**src/rtl/branch_ckpt_ctrl.sv**
```systemverilog
// Branch checkpoint slot allocator/recovery controller for the rename stage.
// Optional macro CKPT_STATS_EN adds saturating mispredict/full-stall counters.

module branch_ckpt_ctrl_chk #(
  parameter int NUM_SLOTS = 8,
  parameter int TAG_W     = 5
) (
  input  logic                 clk,
  input  logic                 reset,
  input  logic                 alloc_gnt,
  input  logic [TAG_W-1:0]     alloc_tag,
  input  logic [NUM_SLOTS-1:0] valid,
  input  logic [TAG_W-1:0]     tags [NUM_SLOTS],
  input  logic [NUM_SLOTS-1:0] match_vec
);
  logic w_dup;

  // Detect an allocation whose tag is already held by a live slot
  always_comb begin
    w_dup = 1'b0;
    for (int i = 0; i < NUM_SLOTS; i++) begin
      if (valid[i] && (tags[i] == alloc_tag)) begin
        w_dup = 1'b1;
      end else begin
        w_dup = w_dup;
      end
    end
  end

  // Protocol checks sampled on each clock edge outside reset
  always_ff @(posedge clk) begin
    if (!reset) begin
      if (alloc_gnt) begin
        assert (!w_dup) else $error("branch_ckpt_ctrl: allocated tag %0d is already live", alloc_tag);
      end
      assert ($onehot0(match_vec)) else $error("branch_ckpt_ctrl: resolve tag hit more than one slot");
    end
  end
endmodule

module branch_ckpt_ctrl #(
  parameter int NUM_SLOTS = 8,
  parameter int TAG_W     = 5,
  parameter int IDX_W     = $clog2(NUM_SLOTS)
) (
  input  logic                 clk,
  input  logic                 reset,
  input  logic                 alloc_req,
  input  logic [TAG_W-1:0]     alloc_tag,
  output logic                 alloc_gnt,
  output logic [IDX_W-1:0]     alloc_idx,
  input  logic                 resolve_valid,
  input  logic [TAG_W-1:0]     resolve_tag,
  input  logic                 resolve_mispredict,
  input  logic [TAG_W-1:0]     rob_head,
  output logic                 restore_valid,
  output logic [IDX_W-1:0]     restore_idx,
  output logic [NUM_SLOTS-1:0] live_mask,
  output logic [IDX_W:0]       count,
  output logic                 full,
  output logic                 resolve_miss
`ifdef CKPT_STATS_EN
  ,
  output logic [15:0]          stat_mispredicts,
  output logic [15:0]          stat_full_stalls
`endif
);

  typedef enum logic [0:0] {
    ST_IDLE    = 1'b0,
    ST_RECOVER = 1'b1
  } state_t;

  localparam logic [IDX_W:0] FULL_CNT = (IDX_W+1)'(NUM_SLOTS);

  function automatic logic [IDX_W:0] count_ones(input logic [NUM_SLOTS-1:0] v);
    logic [IDX_W:0] c;
    c = {(IDX_W+1){1'b0}};
    for (int i = 0; i < NUM_SLOTS; i++) begin
      c = c + {{IDX_W{1'b0}}, v[i]};
    end
    return c;
  endfunction

  state_t               r_state;
  state_t               w_state_nxt;
  logic [NUM_SLOTS-1:0] r_valid;
  logic [TAG_W-1:0]     r_tag [NUM_SLOTS];
  logic                 r_restore_valid;
  logic [IDX_W-1:0]     r_restore_idx;
  logic [IDX_W:0]       r_count;
  logic                 r_full;
  logic                 r_resolve_miss;

  logic [IDX_W-1:0]     w_free_idx;
  logic [NUM_SLOTS-1:0] w_match_vec;
  logic [IDX_W-1:0]     w_match_idx;
  logic                 w_any_match;
  logic                 w_mis_hit;
  logic                 w_ok_hit;
  logic                 w_miss;
  logic [TAG_W-1:0]     w_res_age;
  logic [NUM_SLOTS-1:0] w_clear;
  logic [NUM_SLOTS-1:0] w_set;
  logic [NUM_SLOTS-1:0] w_valid_nxt;
  logic [IDX_W:0]       w_count_nxt;
  logic                 w_gnt;

  // Lowest-index free slot, judged on registered valid bits only
  always_comb begin
    w_free_idx = {IDX_W{1'b0}};
    for (int i = NUM_SLOTS - 1; i >= 0; i--) begin
      if (!r_valid[i]) begin
        w_free_idx = IDX_W'(i);
      end else begin
        w_free_idx = w_free_idx;
      end
    end
  end

  // Resolve tag lookup across live slots
  always_comb begin
    w_match_vec = {NUM_SLOTS{1'b0}};
    w_match_idx = {IDX_W{1'b0}};
    for (int i = 0; i < NUM_SLOTS; i++) begin
      w_match_vec[i] = r_valid[i] && (r_tag[i] == resolve_tag);
      if (w_match_vec[i]) begin
        w_match_idx = IDX_W'(i);
      end else begin
        w_match_idx = w_match_idx;
      end
    end
  end

  assign w_any_match = |w_match_vec;
  assign w_mis_hit   = resolve_valid && resolve_mispredict && w_any_match;
  assign w_ok_hit    = resolve_valid && !resolve_mispredict && w_any_match;
  assign w_miss      = resolve_valid && !w_any_match;
  assign w_res_age   = resolve_tag - rob_head;

  // Slots freed this edge: the hit slot, plus every younger live slot on a mispredict
  always_comb begin
    logic [TAG_W-1:0] v_age;
    v_age   = {TAG_W{1'b0}};
    w_clear = {NUM_SLOTS{1'b0}};
    for (int i = 0; i < NUM_SLOTS; i++) begin
      v_age = r_tag[i] - rob_head;
      if (w_mis_hit) begin
        w_clear[i] = w_match_vec[i] || (r_valid[i] && (v_age > w_res_age));
      end else if (w_ok_hit) begin
        w_clear[i] = w_match_vec[i];
      end else begin
        w_clear[i] = 1'b0;
      end
    end
  end

  // One-hot set mask for the granted slot
  always_comb begin
    w_set = {NUM_SLOTS{1'b0}};
    if (w_gnt) begin
      w_set[w_free_idx] = 1'b1;
    end else begin
      w_set = {NUM_SLOTS{1'b0}};
    end
  end

  assign w_valid_nxt = (r_valid & ~w_clear) | w_set;
  assign w_count_nxt = count_ones(w_valid_nxt);

  // FSM state register
  always_ff @(posedge clk or posedge reset) begin
    if (reset) begin
      r_state <= ST_IDLE;
    end else begin
      r_state <= w_state_nxt;
    end
  end

  // FSM next-state logic
  always_comb begin
    w_state_nxt = ST_IDLE;
    case (r_state)
      ST_IDLE: begin
        if (w_mis_hit) begin
          w_state_nxt = ST_RECOVER;
        end else begin
          w_state_nxt = ST_IDLE;
        end
      end
      ST_RECOVER: w_state_nxt = ST_IDLE;
      default:    w_state_nxt = ST_IDLE;
    endcase
  end

  // FSM outputs: grants only in IDLE, never alongside any mispredict resolve
  always_comb begin
    w_gnt = 1'b0;
    case (r_state)
      ST_IDLE:    w_gnt = alloc_req && !r_full && !(resolve_valid && resolve_mispredict);
      ST_RECOVER: w_gnt = 1'b0;
      default:    w_gnt = 1'b0;
    endcase
  end

  assign alloc_gnt = w_gnt;
  assign alloc_idx = w_free_idx;

  // Slot state and registered status outputs
  always_ff @(posedge clk or posedge reset) begin
    if (reset) begin
      r_valid         <= {NUM_SLOTS{1'b0}};
      for (int i = 0; i < NUM_SLOTS; i++) begin
        r_tag[i] <= {TAG_W{1'b0}};
      end
      r_restore_valid <= 1'b0;
      r_restore_idx   <= {IDX_W{1'b0}};
      r_count         <= {(IDX_W+1){1'b0}};
      r_full          <= 1'b0;
      r_resolve_miss  <= 1'b0;
    end else begin
      r_valid <= w_valid_nxt;
      for (int i = 0; i < NUM_SLOTS; i++) begin
        if (w_set[i]) begin
          r_tag[i] <= alloc_tag;
        end
      end
      r_restore_valid <= w_mis_hit;
      if (w_mis_hit) begin
        r_restore_idx <= w_match_idx;
      end
      r_count        <= w_count_nxt;
      r_full         <= (w_count_nxt == FULL_CNT);
      r_resolve_miss <= w_miss;
    end
  end

  assign restore_valid = r_restore_valid;
  assign restore_idx   = r_restore_idx;
  assign live_mask     = r_valid;
  assign count         = r_count;
  assign full          = r_full;
  assign resolve_miss  = r_resolve_miss;

`ifdef CKPT_STATS_EN
  logic [15:0] r_stat_mis;
  logic [15:0] r_stat_full;

  // Saturating event counters
  always_ff @(posedge clk or posedge reset) begin
    if (reset) begin
      r_stat_mis  <= 16'd0;
      r_stat_full <= 16'd0;
    end else begin
      if (w_mis_hit && (r_stat_mis != 16'hFFFF)) begin
        r_stat_mis <= r_stat_mis + 16'd1;
      end
      if (alloc_req && r_full && (r_stat_full != 16'hFFFF)) begin
        r_stat_full <= r_stat_full + 16'd1;
      end
    end
  end

  assign stat_mispredicts = r_stat_mis;
  assign stat_full_stalls = r_stat_full;
`endif

  branch_ckpt_ctrl_chk #(
    .NUM_SLOTS (NUM_SLOTS),
    .TAG_W     (TAG_W)
  ) u_chk (
    .clk       (clk),
    .reset     (reset),
    .alloc_gnt (w_gnt),
    .alloc_tag (alloc_tag),
    .valid     (r_valid),
    .tags      (r_tag),
    .match_vec (w_match_vec)
  );

endmodule

```
**config.mk**
```make
export PLATFORM = sky130hd
export DESIGN_NAME = branch_ckpt_ctrl
export DESIGN_NICKNAME = d
export VERILOG_FILES = /design/src/rtl/branch_ckpt_ctrl.sv
export SDC_FILE = /design/constraint.sdc
export NUM_CORES = 1
export LEC_CHECK = 0
export BUFFER_PORTS_ARGS = -buffer_cell sky130_fd_sc_hd__buf_2
export CORE_MARGIN = 3
export CORE_UTILIZATION = 50
export CTS_CLUSTER_DIAMETER = 120
export CTS_CLUSTER_SIZE = 25
export DETAILED_ROUTE_END_ITERATION = 8
export GPL_ROUTABILITY_DRIVEN = 0
export PLACE_DENSITY = 0.71
export SLEW_MARGIN = 5
export SYNTH_ARGS = -nofsm -noshare
export SYNTH_HDL_FRONTEND = slang
export SYNTH_SLANG_ARGS = --single-unit
```
**constraint.sdc**
```tcl
create_clock -name clk -period 5.2 [get_ports clk]
set_input_delay 0 -clock clk [delete_from_list [all_inputs] [get_ports clk]]
set_output_delay 0 -clock clk [all_outputs]
set_load 0.01 [all_outputs]
```
# --- Yosys cells after proc, flatten, opt, wreduce, memory -nomap -nowiden ---
# Cells that the tools add are included.
totals:
  mem_bits_rw: 0
  in_bits: 20
  memories: 0
  latchBits: 0
  register_bits: 59
  rom_bits: 0
op_classes:
  shifts: 0
  addsub: 16
  multipliers: 0
  n_reduce_logical: 37
  n_div: 0
  n_bitwise: 4
  muxes: 37
  order_cmp: 10
  eq_ne: 9
ops:
  columns: ["op", "n"]
  rows:
  - ["5-bit subtractor", 9]
  - ["3-bit 2-to-1 mux", 14]
  - ["5-bit equality test", 8]
  - ["5-bit > comparator", 8]
  - ["1-bit logical AND", 24]
  - ["1-bit 2-to-1 mux", 19]
  - ["4-bit by 1-bit adder with 4-bit output", 4]
  - ["8-bit AND", 1]
  - ["1-bit logical OR", 8]
  - ["8-bit 2-to-1 mux", 1]
  - ["8-bit NOT", 1]
  - ["8-bit bitwise OR", 1]
  - ["8-bit OR reduction", 1]
  - ["3-bit by 1-bit adder with 4-bit output", 1]
  - ["4-bit equality test, second input constant", 1]
  - ["1-bit logical NOT", 4]
  - ["3-bit by 4-bit < comparator with 1-bit output, second input constant", 1]
  - ["1-bit one-hot mux with 2 select lines", 2]
  - ["2-bit by 1-bit adder with 3-bit output", 1]
  - ["1-bit demux with 3-bit select", 1]
  - ["3-bit by 1-bit greater-or-equal comparator with 1-bit output, second input constant", 1]
  - ["1-bit by 1-bit adder with 2-bit output", 1]
  - ["1-bit NOT", 1]

# --- Longest topological paths before layout ---
# Gate-level depths: netlist of run 1.
logic_depth:
  word_depth: 22
  mapped_depth: 24
  mapped_depth_nobuf: 23

# --- Worst setup path before layout of run 1 ---
# OpenSTA, ideal clock, no wires.
synth_path:
  path_kind: "input-to-reg"
  startpoint: "input rob_head[1]"
  endpoint: "register r_full (netlist: full)"
  path_slack_ps: -307
  path_buffers: 0
  path_stages: 21
  setup_time_ps: 105
  t_arrival_ps: 5401
  required_ps: 5095
  cell_sequence: "inv_1 -> fa_1 -> a21o_1 -> a21oi_1 -> xnor2_1 -> ha_1 -> inv_1 -> a211o_1 -> a221o_1 -> a221o_1 -> nor2b_1 -> fa_1 -> inv_1 -> fa_1 -> inv_1 -> fa_1 -> inv_1 -> ha_1 -> fa_1 -> xor2_1 -> nor4b_1"
synth_via:
  elab_chain_cells: 16
synth_rtl:
  columns: ["element", "line_no", "source"]
  rows:
  - ["start, declared", "55", "input logic [TAG_W-1:0] rob_head,"]
  - ["5-bit subtractor, on equally long branches", "147, 139", null]
  - ["5-bit > comparator", "149", "w_clear[i] = w_match_vec[i] || (r_valid[i] && (v_age > w_res_age));"]
  - ["1-bit logical AND", "149", null]
  - ["1-bit logical OR", "149", null]
  - ["1-bit 2-to-1 mux", "148", "if (w_mis_hit) begin"]
  - ["8-bit NOT (*)", "168", "assign w_valid_nxt = (r_valid & ~w_clear) | w_set;"]
  - ["8-bit AND (*)", "168", null]
  - ["8-bit bitwise OR (*)", "168", null]
  - ["1-bit by 1-bit adder with 2-bit output", "80", "c = c + {{IDX_W{1'b0}}, v[i]};"]
  - ["2-bit by 1-bit adder with 3-bit output", "80", null]
  - ["3-bit by 1-bit adder with 4-bit output", "80", null]
  - ["4-bit by 1-bit adder with 4-bit output (3 in a row)", "80", null]
  - ["4-bit by 1-bit adder with 4-bit output (*)", "80", null]
  - ["net w_count_nxt[2]", "106", "logic [IDX_W:0] w_count_nxt;"]
  - ["4-bit equality test (*)", "233", "r_full <= (w_count_nxt == FULL_CNT);"]
  - ["end signal, assigned", "233", null]
  - ["end, declared", "92", "logic r_full;"]
# The timed path passes the listed nets; every way through them passes the cells marked *.
# A chain may end at the register's enable or synchronous reset.

# --- Final worst setup path of run 1 ---
layout_path:
  startpoint: "register r_tag[20] (netlist bit)"
  endpoint: "register r_full (netlist: full)"
layout_via:
  elab_chain_cells: 17
layout_rtl:
  columns: ["element", "line_no", "source"]
  rows:
  - ["start, declared", "88", "logic [TAG_W-1:0] r_tag [NUM_SLOTS];"]
  - ["start signal, assigned by index", "214", "r_tag[i] <= {TAG_W{1'b0}};"]
  - ["start signal, assigned by index", "225", "r_tag[i] <= alloc_tag;"]
  - ["5-bit equality test", "126", "w_match_vec[i] = r_valid[i] && (r_tag[i] == resolve_tag);"]
  - ["1-bit logical AND", "126", null]
  - ["8-bit OR reduction", "135", "assign w_any_match = |w_match_vec;"]
  - ["1-bit logical AND", "137", "assign w_ok_hit = resolve_valid && !resolve_mispredict && w_any_match;"]
  - ["1-bit 2-to-1 mux", "150", "end else if (w_ok_hit) begin"]
  - ["1-bit 2-to-1 mux", "148", null]
  - ["8-bit NOT (*)", "168", null]
  - ["8-bit AND (*)", "168", null]
  - ["8-bit bitwise OR (*)", "168", null]
  - ["1-bit by 1-bit adder with 2-bit output", "80", null]
  - ["2-bit by 1-bit adder with 3-bit output", "80", null]
  - ["3-bit by 1-bit adder with 4-bit output", "80", null]
  - ["4-bit by 1-bit adder with 4-bit output (3 in a row)", "80", null]
  - ["4-bit by 1-bit adder with 4-bit output (*)", "80", null]
  - ["net w_count_nxt[2]", "106", null]
  - ["4-bit equality test (*)", "233", null]
# Marked as above.

==> flow_summary.ini, run 1 <==
[cts]
clk_transition_reported_paths_ps = 80
htreeDepth = 3
clk_latency_ps = 350
root_buffer = clkbuf_8
cts_buffer_depth = 2
tritoncts = yes
cts_inserted_buffers = 9
tritoncts_num_sinks = 59

[global_route]
via_count_of_the_first_global_routing_pass = 4428
overflow = 0
grt_start_max_net_pins = 60
antenna_violations_before_repair = 0
grt_use_total_pct = 26.1
grt_pass1_wl_um = 22700

[cells_and_area]
insertedDiodeCount = 0
multi_input_comb_area_sq_um = 3520
nFillCells = 833
signed_area_change_from_the_synthesized_netlist_to_the_final_layout_pct = 17.8
utilization_pct = 61.3
post_route_cells_drive_above_1_share_pct = 27.1
layout.area.seq_sq_um = 1480
fin_nets = 696

[logic_synthesis]
synth_top_cells_by_count = ha_1, dfrtp_1, xnor2_1, mux2_2, inv_1
synth_area_sq_um = 5150
part_of_the_yosys_area_used_for_sequential_elements_pct = 28.7
syn-instance-count = 514
ys.warnings.count = 0
synth_top_cell_area_share_pct = 28.7
yosys.cell_types.count = 50
asyncSetResetFlopFracSynth_pct = 100
synth.ff_latch_count = 59
synth_nets = 610
proportion_of_synthesized_area_in_mux_cells_pct = 8.52
netlist_top_cells_area = dfrtp_1, ha_1, mux2_2
synth_compound_gate_area_share_pct = 13.2
yosys.area.top_type = dfrtp_1
most_numerous_cell_in_the_yosys_netlist = ha_1
combinational_family_with_the_most_area_after_synthesis = adder cells
yosys.area_share.xor_xnor_pct = 14.3
yosys.area_share.adder_pct = 20.5
synth_simple_gate_area_share_pct = 10.5
ys.flop_type = dfrtp_1
synth_enable_flop_cells = 0
mean_cell_area_of_the_mapped_netlist_sq_um = 10.0

[setup_path]
worst_r2r_endpoint = full
critical_path.cell_chain = inv_1 -> ha_2 -> inv_2 -> fa_2 -> a21o_1 -> a21oi_2 -> xnor2_1 -> ha_1 -> inv_1 -> a211o_1 -> a221o_1 -> a221o_1 -> nor2b_4 -> fa_1 -> inv_1 -> fa_1 -> inv_1 -> fa_1 -> inv_2 -> ha_4 -> fa_2 -> xor2_2 -> nor4b_2
worst_ep_required_time_ps = 5470
reg2regPathDepth = 23
endpoint_kind = register
path_common_cell = inv_1
crit_start = r_tag[20]
top_fanout_value_on_the_critical_path = 2
start_kind = register
slowest_stage = fa_1
setup.worst_path.end = full
cpLargestDelayFamily = adder cells
timing.setup.critical_path_class = reg2reg
worst_r2r_startpoint = r_tag[20]
worst-path-stages = 23
r2r_setup_slack_ps = -80
timing.critical_path.arrival_ps = 5540
largest_stage_delay_worst_path_ps = 490
critPathBufInv = 6

[timing]
fin_setup_tns_ps = -76.2
fin_skew_ps = 9.89
fin_ws_ps = -76.2
timing.final.crit_share_pct = 101
maxSlewHeadroom_pct = 49.6
rsz_0062_raised_after_global_routing = yes
final_hold_viol_count = 0
worst_hold_slack_ps = 51.5
maxClockFrequency_ghz = 0.190
worstMarginPinSlew_ps = 755
final_max_slew_viol_count = 0
final_period_minus_worst_setup_slack_ps = 5280
setup_viol = 1

[floorplanning]
die_h_um = 108
total_die_area_sq_um = 11600
chip_width_um = 108
starting_density_of_the_core_pct = 52.0
core_footprint_sq_um = 9910
placement_rows = 36
io_pins = 42

[run_status]
failed_checks = setup timing
result_of_the_run = complete, but fails checks

[placement]
numPortBuffers = 41
half_perimeter_wire_length_of_the_detailed_placement_result_um = 11000

[power]
power.density_cell_area_nw_per_um2 = 714
worst_vdd_drop_mv = 0.320
static-leakage-power_nw = 2.88
total_power_consumption_of_the_routed_design_mw = 4.33

[hold_path]
hold_path.class = in2reg

[route]
route.detailed.drc = 0
post_drt_via_cell_ratio = 5.77
dr.first_iter.drc_count = 252
wl_per_cell_um = 19.4
via_count = 4259
detailedRoute.firstPassIterationCount = 4
post_detailed_route_count_of_antenna_violating_nets = 0
finalWirelength_um = 14300

[job]
number_of_max_cap_violations = 0
## cell type report
cell class | instances | area share [%]
clock buffer | 9 | 2.04
sequential | 59 | 24.3
timing repair buffer | 84 | 8.82
tap | 133 | 2.74
inverter | 39 | 2.47
clock inverter | 7 | 1.65
multi-input combinational | 407 | 58.0
## registers in the layout, summed over array words and instances (netlist names)
name	flops
count	4
full	1
live_mask	8
r_state	1
r_tag	40
resolve_miss	1
restore_idx	3
restore_valid	1
## kinds of logic (layout without fill, tap and decap cells)
group	Yosys count	in the layout
compound gates	107	107
xor+xnor	83	83
fa+ha+maj	77	77
buf+inv	48	139
flops	59	59
mux	39	39
simple gates	101	101
## layout by cell type (no fill, tap or decap), types with 4 or more instances in the layout
cell      instances
ha_1             61
dfrtp_1          59
xnor2_1          46
buf_2            41
buf_4            40
mux2_2           39
inv_1            34
xor2_1           34
a21oi_1          32
nand2_1          30
nor2_1           23
a21o_1           18
o21ai_0          17
fa_1             10
clkbuf_8          9
a31oi_1           8
nand4_1           6
o211ai_1          6
nand2b_1          5
and3_1            5
nor2b_1           5
a21boi_0          4
nor3_1            4
nor4_1            4
inv_2             4
nand3_1           4
## per-layer routing
layer	part of all wire (%)	wire, um	vias to the layer above	GRT usage (%)
met3	5.3	751	45	4.98
met4	3.7	534	0	11.0
met1	43	6110	2091	32.9
met5	0	0	-	0
met2	48	6910	131	43.6
li1	-	-	1992	-
## report_power, final
group	switching, mW	leakage, nW	internal, mW
Combinational	1.50	2.05	1.43
Sequential	0.230	0.719	0.689
Clock	0.209	0.114	0.273
## worst reg2reg max path: cells and delay by family (launching register included)
family          cells  cell delay, ps
buf+inv             6             310
simple gates        2             380
fa+ha+maj           8            2750
compound gates      5            1150
xor+xnor            2             240
flops               1             380
## repair_timing
item | CTS | global route
buffers inserted | 1 | 2
hold buffers | 3 | 0
gates resized for setup | 2 | 7
hold endpoints to repair | 62 | 0
gates cloned | 0 | 0
setup endpoints to repair | 1 | 3
pin swaps | 6 | 5
## per-stage QoR
step	worst slack, ps	instance area, sq um	std cells
floorplan	-58.2	5190	514
global placement	-87.3	5760	716
detailed placement	-183	5760	716
CTS	-81.3	6030	736
global route	-303	6070	738
finish	-76.2	6070	738
## how the worst min path moves through the flow
stage	depth (start not counted)	endpoint	from
2_1_floorplan	2	r_tag[25]	alloc_tag[0]
5_1_grt	2	r_tag[4]	alloc_tag[4]
4_1_cts	3	r_tag[25]	alloc_tag[0]
6_report	3	r_tag[25]	alloc_tag[0]
3_5_place_dp	3	r_tag[38]	reset
3_3_place_gp	3	r_tag[37]	reset
Power figures use the tool's default switching activity.
==> run 2, diff against run 1 <==
--- a/config.mk
+++ b/config.mk
@@ -7,12 +7,12 @@
 export LEC_CHECK = 0
 export BUFFER_PORTS_ARGS = -buffer_cell sky130_fd_sc_hd__buf_2
 export CORE_MARGIN = 3
-export CORE_UTILIZATION = 50
+export CORE_UTILIZATION = 52
 export CTS_CLUSTER_DIAMETER = 120
 export CTS_CLUSTER_SIZE = 25
 export DETAILED_ROUTE_END_ITERATION = 8
 export GPL_ROUTABILITY_DRIVEN = 0
-export PLACE_DENSITY = 0.71
+export PLACE_DENSITY = 0.74
 export SLEW_MARGIN = 5
 export SYNTH_ARGS = -nofsm -noshare
 export SYNTH_HDL_FRONTEND = slang
==> run 2 against run 1 <==
  * The run still ends with setup timing left
  * Sequential share of layout area rose by 0.48 points
  * Global-route usage increased by 0.30 points
  * Clock skew shrank 0.57 ps
  * Cell area is 1.9% lower
  * Largest cell class unchanged
  * Highest routed layer unchanged
==> flow_summary.ini, run 2 (same netlist as run 1, synthesis figures left out) <==
[setup_path]
cpLargestDelayFamily = adder cells
reg2regPathDepth = 22
path_common_cell = inv_1
worst_ep_required_time_ps = 5460
timing.critical_path.arrival_ps = 5610
start_kind = register
setup.worst_path.end = full
worst-path-stages = 22
worst_r2r_endpoint = full
timing.setup.critical_path_class = reg2reg
critical_path.cell_chain = inv_1 -> ha_2 -> inv_2 -> fa_2 -> buf_4 -> xor2_1 -> ha_1 -> nand3_1 -> a211o_1 -> a221o_1 -> a221o_1 -> nor2b_4 -> fa_1 -> inv_1 -> fa_1 -> inv_1 -> fa_1 -> inv_1 -> ha_2 -> fa_2 -> xor2_1 -> nor4b_1
crit_start = r_tag[20]
endpoint_kind = register
r2r_setup_slack_ps = -150
slowest_stage = fa_1
critPathBufInv = 6
worst_r2r_startpoint = r_tag[20]
largest_stage_delay_worst_path_ps = 490
top_fanout_value_on_the_critical_path = 2

[global_route]
via_count_of_the_first_global_routing_pass = 4439
antenna_violations_before_repair = 0
grt_start_max_net_pins = 60
grt_pass1_wl_um = 22700
overflow = 0
grt_use_total_pct = 26.4

[cells_and_area]
largest-register = r_tag
layout.area.seq_sq_um = 1480
utilization_pct = 63.3
max_reg_flops = 40
mostFrequentLayoutCells = ha_1, dfrtp_1, xnor2_1, buf_2, mux2_2
insertedDiodeCount = 0
post_route_cells_drive_above_1_share_pct = 25.8
most_common_cell_after_layout_fill_and_taps_aside = ha_1
fin_nets = 691
signed_area_change_from_the_synthesized_netlist_to_the_final_layout_pct = 15.6
multi_input_comb_area_sq_um = 3490
stdcell_area_sq_um = 5960
nFillCells = 769

[floorplanning]
io_pins = 42
die_h_um = 106
total_die_area_sq_um = 11100
core_footprint_sq_um = 9420
chip_width_um = 106
starting_density_of_the_core_pct = 54.7
placement_rows = 35

[timing]
maxClockFrequency_ghz = 0.187
worst_hold_slack_ps = 9.82
final_hold_viol_count = 0
fin_ws_ps = -152
rsz_0062_raised_after_global_routing = yes
final_max_slew_viol_count = 0
fin_skew_ps = 9.33
timing.final.crit_share_pct = 103
worstMarginPinSlew_ps = 767
final_period_minus_worst_setup_slack_ps = 5350
setup_viol = 1
maxSlewHeadroom_pct = 48.9

[route]
wl_per_cell_um = 19.0
dr.first_iter.drc_count = 260
via_count = 4197
finalWirelength_um = 13900
post_detailed_route_count_of_antenna_violating_nets = 0
route.detailed.drc = 0
detailedRoute.firstPassIterationCount = 5
post_drt_via_cell_ratio = 5.76

[hold_path]
hold_path.class = in2reg
worstHoldPathCells = 3

[cts]
tritoncts_num_sinks = 59
cts_inserted_buffers = 9
root_buffer = clkbuf_8
clk_latency_ps = 360
cts_buffer_depth = 2
htreeDepth = 3
clk_transition_reported_paths_ps = 70
tritoncts = yes

[placement]
placed_area_sq_um = 5730
half_perimeter_wire_length_of_the_detailed_placement_result_um = 10700
numPortBuffers = 41

[power]
static-leakage-power_nw = 2.82
power.density_cell_area_nw_per_um2 = 680
worst_vdd_drop_mv = 0.321

[job]
number_of_max_cap_violations = 0

[run_status]
failed_checks = setup timing
result_of_the_run = complete, but fails checks
[run 2: worst min path at each step]
stage            startpoint   endpoint
2_1_floorplan  alloc_tag[0]  r_tag[25]
3_3_place_gp          reset  r_tag[11]
3_5_place_dp          reset  r_tag[12]
4_1_cts        alloc_tag[0]  r_tag[25]
5_1_grt        alloc_tag[0]  r_tag[25]
6_report       alloc_tag[0]  r_tag[25]
[run 2: what timing repair did]
item,in CTS,in global routing
setup buffers,0,1
setup endpoints to repair,1,3
endpoints found under the hold margin,62,0
gates resized for setup,1,2
pin swaps,1,0
hold buffers,3,0
[run 2: layer usage]
metal / GRT usage, % / vias up / wire [um]
met4: 10.4 / 0 / 489
met2: 46.3 / 140 / 6910
li1: - / 1971 / -
met1: 32.0 / 2045 / 5720
met3: 4.72 / 41 / 752
met5: 0 / - / 0
[run 2: per-stage QoR]
step / setup TNS [ps] / total power [mW] / setup slack, ps / std cells
6_report: -152 / 4.05 / -152 / 729
5_1_grt: -588 / 4.44 / -370 / 729
4_1_cts: -150 / 3.98 / -150 / 728
3_5_place_dp: -218 / 3.57 / -218 / 709
3_3_place_gp: -112 / 3.42 / -112 / 709
2_1_floorplan: -58.2 / 2.88 / -58.2 / 514
[run 2: area by class of cell]
class                           count  area share [%]
Tap cell                          129            2.71
Sequential cell                    59            24.8
Timing Repair Buffer               79            8.36
Multi-Input combinational cell    407            58.6
Clock buffer                       10            2.31
Clock inverter                      6           0.693
Inverter                           39            2.52
[run 2: report_power, final]
part           internal, mW  switching [mW]  total [mW]
combinational          1.33            1.41        2.75
sequential            0.689           0.224       0.913
clock                 0.184           0.207       0.391
total                  2.21            1.85        4.05
[run 2: worst reg2reg max path, stage by stage (launching register included)]
cell     delay [ps]
dfrtp_1         380
inv_1            60
ha_2            170
inv_2            40
fa_2            340
buf_4           140
xor2_1          150
ha_1            290
nand3_1         100
a211o_1         280
a221o_1         320
a221o_1         310
nor2b_4         130
fa_1            490
inv_1            50
fa_1            470
inv_1            50
fa_1            480
inv_1            40
ha_2            170
fa_2            330
xor2_1          180
nor4b_1         260
